<file path="src/rtl/accum_alu_pkg.sv">
// Shared types and default widths for the accum_alu accumulator.
package accum_alu_pkg;

    localparam int N_DEF     = 16;
    localparam int CNT_W_DEF = 8;

    typedef enum logic [1:0] {
        OP_LD_ADD  = 2'b00,
        OP_LD_SUB  = 2'b01,
        OP_ACC_ADD = 2'b10,
        OP_ACC_SUB = 2'b11
    } op_e;

    function automatic logic op_is_acc(input op_e op);
        return (op == OP_ACC_ADD) || (op == OP_ACC_SUB);
    endfunction

    function automatic logic op_is_sub(input op_e op);
        return (op == OP_LD_SUB) || (op == OP_ACC_SUB);
    endfunction

endpackage

</file>
<file path="src/rtl/addsub_core.sv">
// Combinational N-bit two's complement add/subtract with signed overflow.
module addsub_core #(
    parameter int N = 16
) (
    input  logic [N-1:0] x_i,
    input  logic [N-1:0] y_i,
    input  logic         sub_i,
    output logic [N-1:0] sum_o,
    output logic         ovf_o
);

    logic [N-1:0] y_eff;
    logic [N-1:0] low;
    logic         c_msb_in;
    logic         c_msb_out;

    assign y_eff = y_i ^ {N{sub_i}};

    // Low N-1 bits summed separately so the carry into the MSB is visible.
    assign low       = {1'b0, x_i[N-2:0]} + {1'b0, y_eff[N-2:0]} + N'(sub_i);
    assign c_msb_in  = low[N-1];
    assign c_msb_out = (x_i[N-1] & y_eff[N-1]) | (c_msb_in & (x_i[N-1] ^ y_eff[N-1]));

    assign sum_o = {x_i[N-1] ^ y_eff[N-1] ^ c_msb_in, low[N-2:0]};
    assign ovf_o = c_msb_in ^ c_msb_out;

endmodule

</file>
<file path="src/rtl/accum_alu.sv">
// Two-stage pipelined add/sub accumulator with valid/ready on both sides.
// Define ACCUM_ALU_SAT_EN to clamp Z on overflow instead of wrapping.
module accum_alu
    import accum_alu_pkg::*;
#(
    parameter int N     = N_DEF,
    parameter int CNT_W = CNT_W_DEF
) (
    input  logic             Clock,
    input  logic             Reset,
    input  logic             Clear,
    input  logic             In_valid,
    output logic             In_ready,
    input  logic [1:0]       Op,
    input  logic [N-1:0]     A,
    input  logic [N-1:0]     B,
    output logic             Out_valid,
    input  logic             Out_ready,
    output logic [N-1:0]     Z,
    output logic             Overflow,
    output logic             Sticky_ovf,
    output logic [CNT_W-1:0] Op_count
);

    logic             s1_v_q;
    op_e              s1_op_q;
    logic [N-1:0]     s1_a_q;
    logic [N-1:0]     s1_b_q;
    logic [N-1:0]     z_q, z_d;
    logic             ovf_q;
    logic             out_valid_q;
    logic             sticky_q;
    logic [CNT_W-1:0] cnt_q, cnt_d;

    logic             advance;
    logic             accept;
    logic [N-1:0]     core_x;
    logic [N-1:0]     core_sum;
    logic             core_ovf;

    assign advance  = s1_v_q & (~out_valid_q | Out_ready);
    assign In_ready = ~Clear & (~s1_v_q | advance);
    assign accept   = In_valid & In_ready;

    // ACC ops read the committed Z; stage 2 is its only writer, so no hazard.
    assign core_x = op_is_acc(s1_op_q) ? z_q : s1_a_q;

    addsub_core #(.N(N)) u_core (
        .x_i   (core_x),
        .y_i   (s1_b_q),
        .sub_i (op_is_sub(s1_op_q)),
        .sum_o (core_sum),
        .ovf_o (core_ovf)
    );

    always_comb begin
        // NOTE: every output of this block gets a default first, so no latch is inferred.
        z_d   = core_sum;
`ifdef ACCUM_ALU_SAT_EN
        // A negative-looking sum on overflow means the true result was too positive.
        if (core_ovf) begin
            z_d = core_sum[N-1] ? {1'b0, {(N-1){1'b1}}} : {1'b1, {(N-1){1'b0}}};
        end
`endif
        cnt_d = (cnt_q == {CNT_W{1'b1}}) ? cnt_q : cnt_q + CNT_W'(1);
    end

    always_ff @(posedge Clock) begin
        // NOTE: non-blocking assignments keep every register sampling pre-edge values.
        if (Reset) begin
            s1_v_q      <= 1'b0;
            s1_op_q     <= OP_LD_ADD;
            s1_a_q      <= '0;
            s1_b_q      <= '0;
            z_q         <= '0;
            ovf_q       <= 1'b0;
            out_valid_q <= 1'b0;
            sticky_q    <= 1'b0;
            cnt_q       <= '0;
        end else if (Clear) begin
            s1_v_q      <= 1'b0;
            z_q         <= '0;
            ovf_q       <= 1'b0;
            out_valid_q <= 1'b0;
            sticky_q    <= 1'b0;
            cnt_q       <= '0;
        end else begin
            if (accept) begin
                s1_v_q  <= 1'b1;
                s1_op_q <= op_e'(Op);
                s1_a_q  <= A;
                s1_b_q  <= B;
            end else if (advance) begin
                s1_v_q  <= 1'b0;
            end

            if (advance) begin
                z_q         <= z_d;
                ovf_q       <= core_ovf;
                out_valid_q <= 1'b1;
                sticky_q    <= sticky_q | core_ovf;
                cnt_q       <= cnt_d;
            end else if (Out_ready & out_valid_q) begin
                out_valid_q <= 1'b0;
            end
        end
    end

    assign Z          = z_q;
    assign Overflow   = ovf_q;
    assign Out_valid  = out_valid_q;
    assign Sticky_ovf = sticky_q;
    assign Op_count   = cnt_q;

endmodule

</file>
<file path="config.mk">
export PLATFORM = sky130hd
export DESIGN_NAME = accum_alu
export DESIGN_NICKNAME = d
export VERILOG_FILES = /design/src/rtl/accum_alu_pkg.sv /design/src/rtl/addsub_core.sv /design/src/rtl/accum_alu.sv
export SDC_FILE = /design/constraint.sdc
export NUM_CORES = 1
export LEC_CHECK = 0
export BUFFER_PORTS_ARGS = -buffer_cell sky130_fd_sc_hd__buf_2
export CAP_MARGIN = 25
export CORE_ASPECT_RATIO = 0.5
export CORE_MARGIN = 5
export CORE_UTILIZATION = 33
export CTS_CLUSTER_DIAMETER = 50
export DETAILED_ROUTE_END_ITERATION = 6
export GPL_TIMING_DRIVEN = 0
export PLACE_DENSITY = 0.6
export SETUP_SLACK_MARGIN = 0.4
export SKIP_CTS_REPAIR_TIMING = 1
export SLEW_MARGIN = 30
export SYNTH_ARGS = -nofsm -noshare
export SYNTH_HDL_FRONTEND = slang
export SYNTH_SLANG_ARGS = --single-unit
</file>
<file path="constraint.sdc">
create_clock -name Clock -period 5.6 [get_ports Clock]
set_clock_uncertainty 0.2 [all_clocks]
set_input_delay 0.84 -clock Clock [delete_from_list [all_inputs] [get_ports Clock]]
set_output_delay 0.84 -clock Clock [all_outputs]
set_load 0.02 [all_outputs]
</file>
After elaboration in Yosys (flattened, before gate mapping) --
Cells that the tools add are included.
Storage, ports and cells: logic and storage cells 46, output and inout port bits 28, flip-flop bits (word level) 62
Cells by class: mux-type cells 5, equal/unequal tests 4, reduce and logical (&&, ||, !) cells 7, bitwise gates (word level) 18, add/sub/neg operators 3
Operators with widths (number):
- 15-bit by 15-bit adder with 16-bit output | 1
- 16-bit by 1-bit adder with 16-bit output | 1
- 16-bit 2-to-1 mux | 1
- 16-bit XOR | 1
- 8-bit by 1-bit adder with 8-bit output (second input constant) | 1
- 8-bit equality test (second input constant) | 1
- 1-bit AND | 6
- 2-bit equality test (second input constant) | 2
- 1-bit 2-to-1 mux | 4
- 1-bit NOT | 4
- 1-bit OR | 4
- 2-bit AND reduction | 2
- 2-bit nonzero test | 2
- 1-bit XOR | 3
- 2-bit by 1-bit equality test with 1-bit output (second input constant) | 1
- 1-bit logical OR | 2
- 2-bit OR reduction | 1

Longest topological paths before layout --
depth in word-level cells 9, depth in mapped cells 14, depth with buffers taken out 12

Modules after synthesis --
From an unflattened synthesis, not the netlist that was laid out.
Second synthesis, totals: cell total of the unflattened synthesis 363, area total of the unflattened synthesis 3430.8 sq um
Modules (own cells, without submodules):
- accum_alu | instances 1, cells an instance 263, sequential area each 1241.2 sq um, area each 2617.5 sq um
- addsub_core | instances 1, cells an instance 100, sequential area each 0.0 sq um, area each 813.3 sq um

Worst setup path before layout --
No wires, ideal clock.
path type flip-flop to flip-flop, start register s1_op_q[1], end register sticky_q (netlist: Sticky_ovf), setup slack 1837 ps, required time 5326 ps, setup time 74 ps, arrival time 3489 ps, period minus slack after synthesis 3763 ps, cell stages (with the launch flop) 15, cells stage by stage dfxtp_1 -> buf_6 -> clkbuf_1 -> mux2_2 -> ha_1 -> nand3_1 -> o21ba_2 -> a21oi_2 -> o21ai_0 -> o21ai_1 -> a21oi_1 -> fa_1 -> or3_1 -> mux2_2 -> a31oi_1
Between the ends: longest elaborated chain between the ends 9, elaborated cells on any way between the ends 15, classes of those cells add/sub (2); eq/ne (3); mux (1); bitwise (7); reduce/logical (2)
Ends and longest elaborated chain:
- from (decl) | RTL line accum_alu.sv:26 | op_e s1_op_q;
- from (signal assigned) | RTL line accum_alu.sv:90 | s1_op_q <= op_e'(Op);
- 2-bit equality test (tied with other cells) | RTL line accum_alu_pkg.sv:15 | return (op == OP_ACC_ADD) || (op == OP_ACC_SUB);
- 1-bit logical OR, on equally long branches | RTL line accum_alu_pkg.sv:15, accum_alu_pkg.sv:19
- 16-bit 2-to-1 mux or 16-bit XOR (tied branches) | RTL line accum_alu.sv:46, addsub_core.sv:17
- 15-bit by 15-bit adder with 16-bit output | RTL line addsub_core.sv:20 | assign low = {1'b0, x_i[N-2:0]} + {1'b0, y_eff[N-2:0]} + N'(sub_i);
- 16-bit by 1-bit adder with 16-bit output | RTL line addsub_core.sv:20
- 1-bit AND | RTL line addsub_core.sv:22 | assign c_msb_out = (x_i[N-1] & y_eff[N-1]) | (c_msb_in & (x_i[N-1] ^ y_eff[N-1]));
- 1-bit OR | RTL line addsub_core.sv:22
- 1-bit XOR (*) | RTL line addsub_core.sv:25 | assign ovf_o = c_msb_in ^ c_msb_out;
- 1-bit OR (*) | RTL line accum_alu.sv:101 | sticky_q <= sticky_q | core_ovf;
- to (signal assigned) | RTL line accum_alu.sv:101
- to (decl) | RTL line accum_alu.sv:32 | logic sticky_q;
Mark *: on every way between the ends. The rest lies on a longest branch, timed or not. A chain may end at the register's enable or synchronous reset.

Worst setup path after layout --
Same ends and word-level chain as after synthesis.

==> PnR_summary.wiki <==
{| class="wikitable"
! Metric !! Value
|-
| Run status || finished, final reports clean
|-
| Drt pass-1 iters || 4
|-
| Number of hold-slack violations in the final timing report || 0
|-
| Initial antenna violation count || 0
|-
| Max FO, Critical Path || 10
|-
| Mean instance size in the synthesized netlist || 8.00 sq um
|-
| WL/cell || 13.4 um
|-
| Setup Slack @ Placement || 1.20 ns
|-
| Global-route wire length before repair || 14.0 mm
|-
| Die outline height || 80.3 um
|-
| Pleak || 1.74 nW
|-
| Number of clock sinks seen by CTS || 62
|-
| # DRC || 0
|-
| Clock latency on the worst-skew pair || 0.32 ns
|-
| Synthesized instance count || 408
|-
| Fin crit period || 4.41 ns
|-
| Post-route worst setup slack || 1.19 ns
|-
| Level count of the clock H-tree || 3
|-
| Largest vdd supply drop || 117 uV
|-
| Critical Setup Path Class || reg2reg
|-
| Ports placed on the boundary || 67
|-
| Final Total Pwr || 1.15 mW
|-
| Via count normalized by instance count || 4.74
|-
| Share of cell area taken by muxes after synthesis || 0.0609
|-
| Antenna diode count || 0
|-
| Slew Limit Fails || 0
|-
| Post-synth top flop || dfxtp_1
|-
| Distinct cell type count after synthesis || 43
|-
| Simple logic cell fraction of the synthesized area || 0.216
|-
| Synthesis-to-finish area growth || 24.4%
|-
| TritonCTS clock tree || done
|-
| Die outline area || 12100 sq um
|-
| Die width || 151 um
|-
| Post-synthesis compound-gate area fraction || 0.165
|-
| Kind of path behind the tightest hold check || reg2reg
|-
| Fin crit share || 0.787
|-
| Flop and latch count out of synthesis || 62
|-
| Final-stage net count || 540
|-
| Number of placed cells counting well taps || 608
|-
| Max_slew headroom || 0.498
|-
| DRT iter0 DRCs || 140
|-
| Clk Tree Root Cell || clkbuf_16
|-
| Pin count of the biggest net entering global routing || 11
|-
| Dpl hpwl || 6.47 mm
|-
| Synthesized-area fraction occupied by adder cells || 0.0697
|-
| Number of buffer cells added on primary ports || 65
|-
| Num rows || 25
|-
| Final std cell area, no fill || 4060 sq um
|-
| Clock transition at path regs || 0.05 ns
|-
| Register area share after synthesis || 0.380
|-
| Total track usage || 0.147
|-
| Max-cap violation count || 0
|-
| Post-synthesis async set-or-reset flop share || 0
|-
| Main combinational cell family by area after synthesis || simple AND/OR/NAND/NOR gates
|-
| Critical Path End Type || register
|-
| Max frequency || 227 MHz
|-
| Fraction of final layout cells sized beyond drive strength 1 || 0.204
|-
| Total number of vias || 2955
|-
| RePlAce Congestion || 0.825
|-
| Yosys warnings || 0
|-
| Hold slack final || 0.253 ns
|-
| DP Area || 3760 sq um
|-
| Nets in the synthesized netlist || 464
|-
| Xor/xnor share of the synthesized area || 0.0724
|-
| Total negative slack || 0 ns
|-
| P per Cell Area || 284 nW/um^2
|-
| Core Region || 9540 sq um
|-
| Starting density of the core || 0.342
|-
| Largest area contributor in the synthesized netlist || dfxtp_1
|-
| Gr ovfl total || 0
|-
| Most frequently used cell type in the post-synthesis netlist || nand2_1
|-
| Finish-stage setup viols || 0
|-
| RSZ-0062 raised after global routing || no
|-
| Least-Margin Pin Slew || 0.753 ns
|-
| Routed wire length || 8.37 mm
|-
| Top-area cell type share of the netlist area || 0.380
|-
| Maximum buffer depth of the clock tree || 2
|-
| Summed instance area of the synthesized netlist || 3270 sq um
|-
| Post-route non-filler standard cell count || 624
|-
| Number of buffers added by the clock tree synthesis step || 9
|-
| Commonest cells in the synthesized netlist || nand2_1, dfxtp_1, a21oi_1
|-
| Critical Path Source Type || register
|-
| Vias in the first global route || 2805
|-
| Number of flops mapped to enable cells by yosys || 0
|-
| Final core utilization || 0.426
|-
| Biggest area contributors in the synthesized netlist || dfxtp_1, nand2_1, a21oi_1, ha_1, xor2_1
|-
| Final ANT Viol Nets || 0
|-
| Data required time at the worst endpoint || 5.65 ns
|-
| Crit path arrival time || 4.46 ns
|}
worst paths after layout:
check	from	to	slack, ns	cells after the start
min reg2reg	s1_a_q[4]	s1_a_q[4]	0.25	2
max	s1_op_q[1]	Sticky_ovf	1.19	14
min	s1_a_q[4]	s1_a_q[4]	0.25	2
max reg2reg	s1_op_q[1]	Sticky_ovf	1.19	14
power by group:
group / switching [mW] / internal, mW
clock network: 0.192 / 0.368
logic: 0.0773 / 0.0531
registers: 0.00917 / 0.455
total: 0.278 / 0.876
placed cells by master, fill, tap and decap left out, drive strengths merged, types with 10 or more instances in the layout:
master / count
ha: 15
buf: 70
xor2: 21
nor2: 19
clkbuf: 30
nand2: 95
mux2: 15
nand3: 10
o21ai: 19
dfxtp: 62
a21oi: 56
flip-flops by register name, indices dropped and copies added (netlist names):
register    cells
Op_count        8
Out_valid       1
Overflow        1
Sticky_ovf      1
Z              16
s1_a_q         16
s1_b_q         16
s1_op_q         2
s1_v_q          1
kinds of logic (layout without fill, tap and decap cells):
group                      after synthesis  in the layout
muxes                                   18             18
buffers and inverters                   29            110
and+or+nand+nor                        159            159
DFF                                     62             62
xor gates and xnor gates                27             27
AOI/OAI and AO/OA                       96             96
adders and majority gates               17             17
routing by layer:
layer  GRT usage  part of all wire
met4      0.0497             0.013
met2       0.227              0.44
met3      0.0428             0.043
met1       0.198              0.51
met5           0                 0
worst max-delay path: stages (launching register included):
cell and delay [ns]:
dfxtp_1 0.34, buf_6 0.15, clkbuf_1 0.59, mux2_2 0.42, ha_1 0.33, nand3_1 0.09, o21ba_2 0.23, a21oi_2 0.18
o21ai_0 0.16, o21ai_1 0.21, a21oi_1 0.13, fa_1 0.50, or3_1 0.36, mux2_2 0.28, a31oi_1 0.15
cell type report:
cell class                      instances  area, sq um
Tap cell                              135          169
Fill cell                             989         5480
Multi-Input combinational cell        317         1910
Clock inverter                          3         42.5
Clock buffer                           13          260
Buffer                                 22         91.3
Timing Repair Buffer                   65          325
Inverter                                7         26.3
Sequential cell                        62         1240
Power figures use the tool's default switching activity.
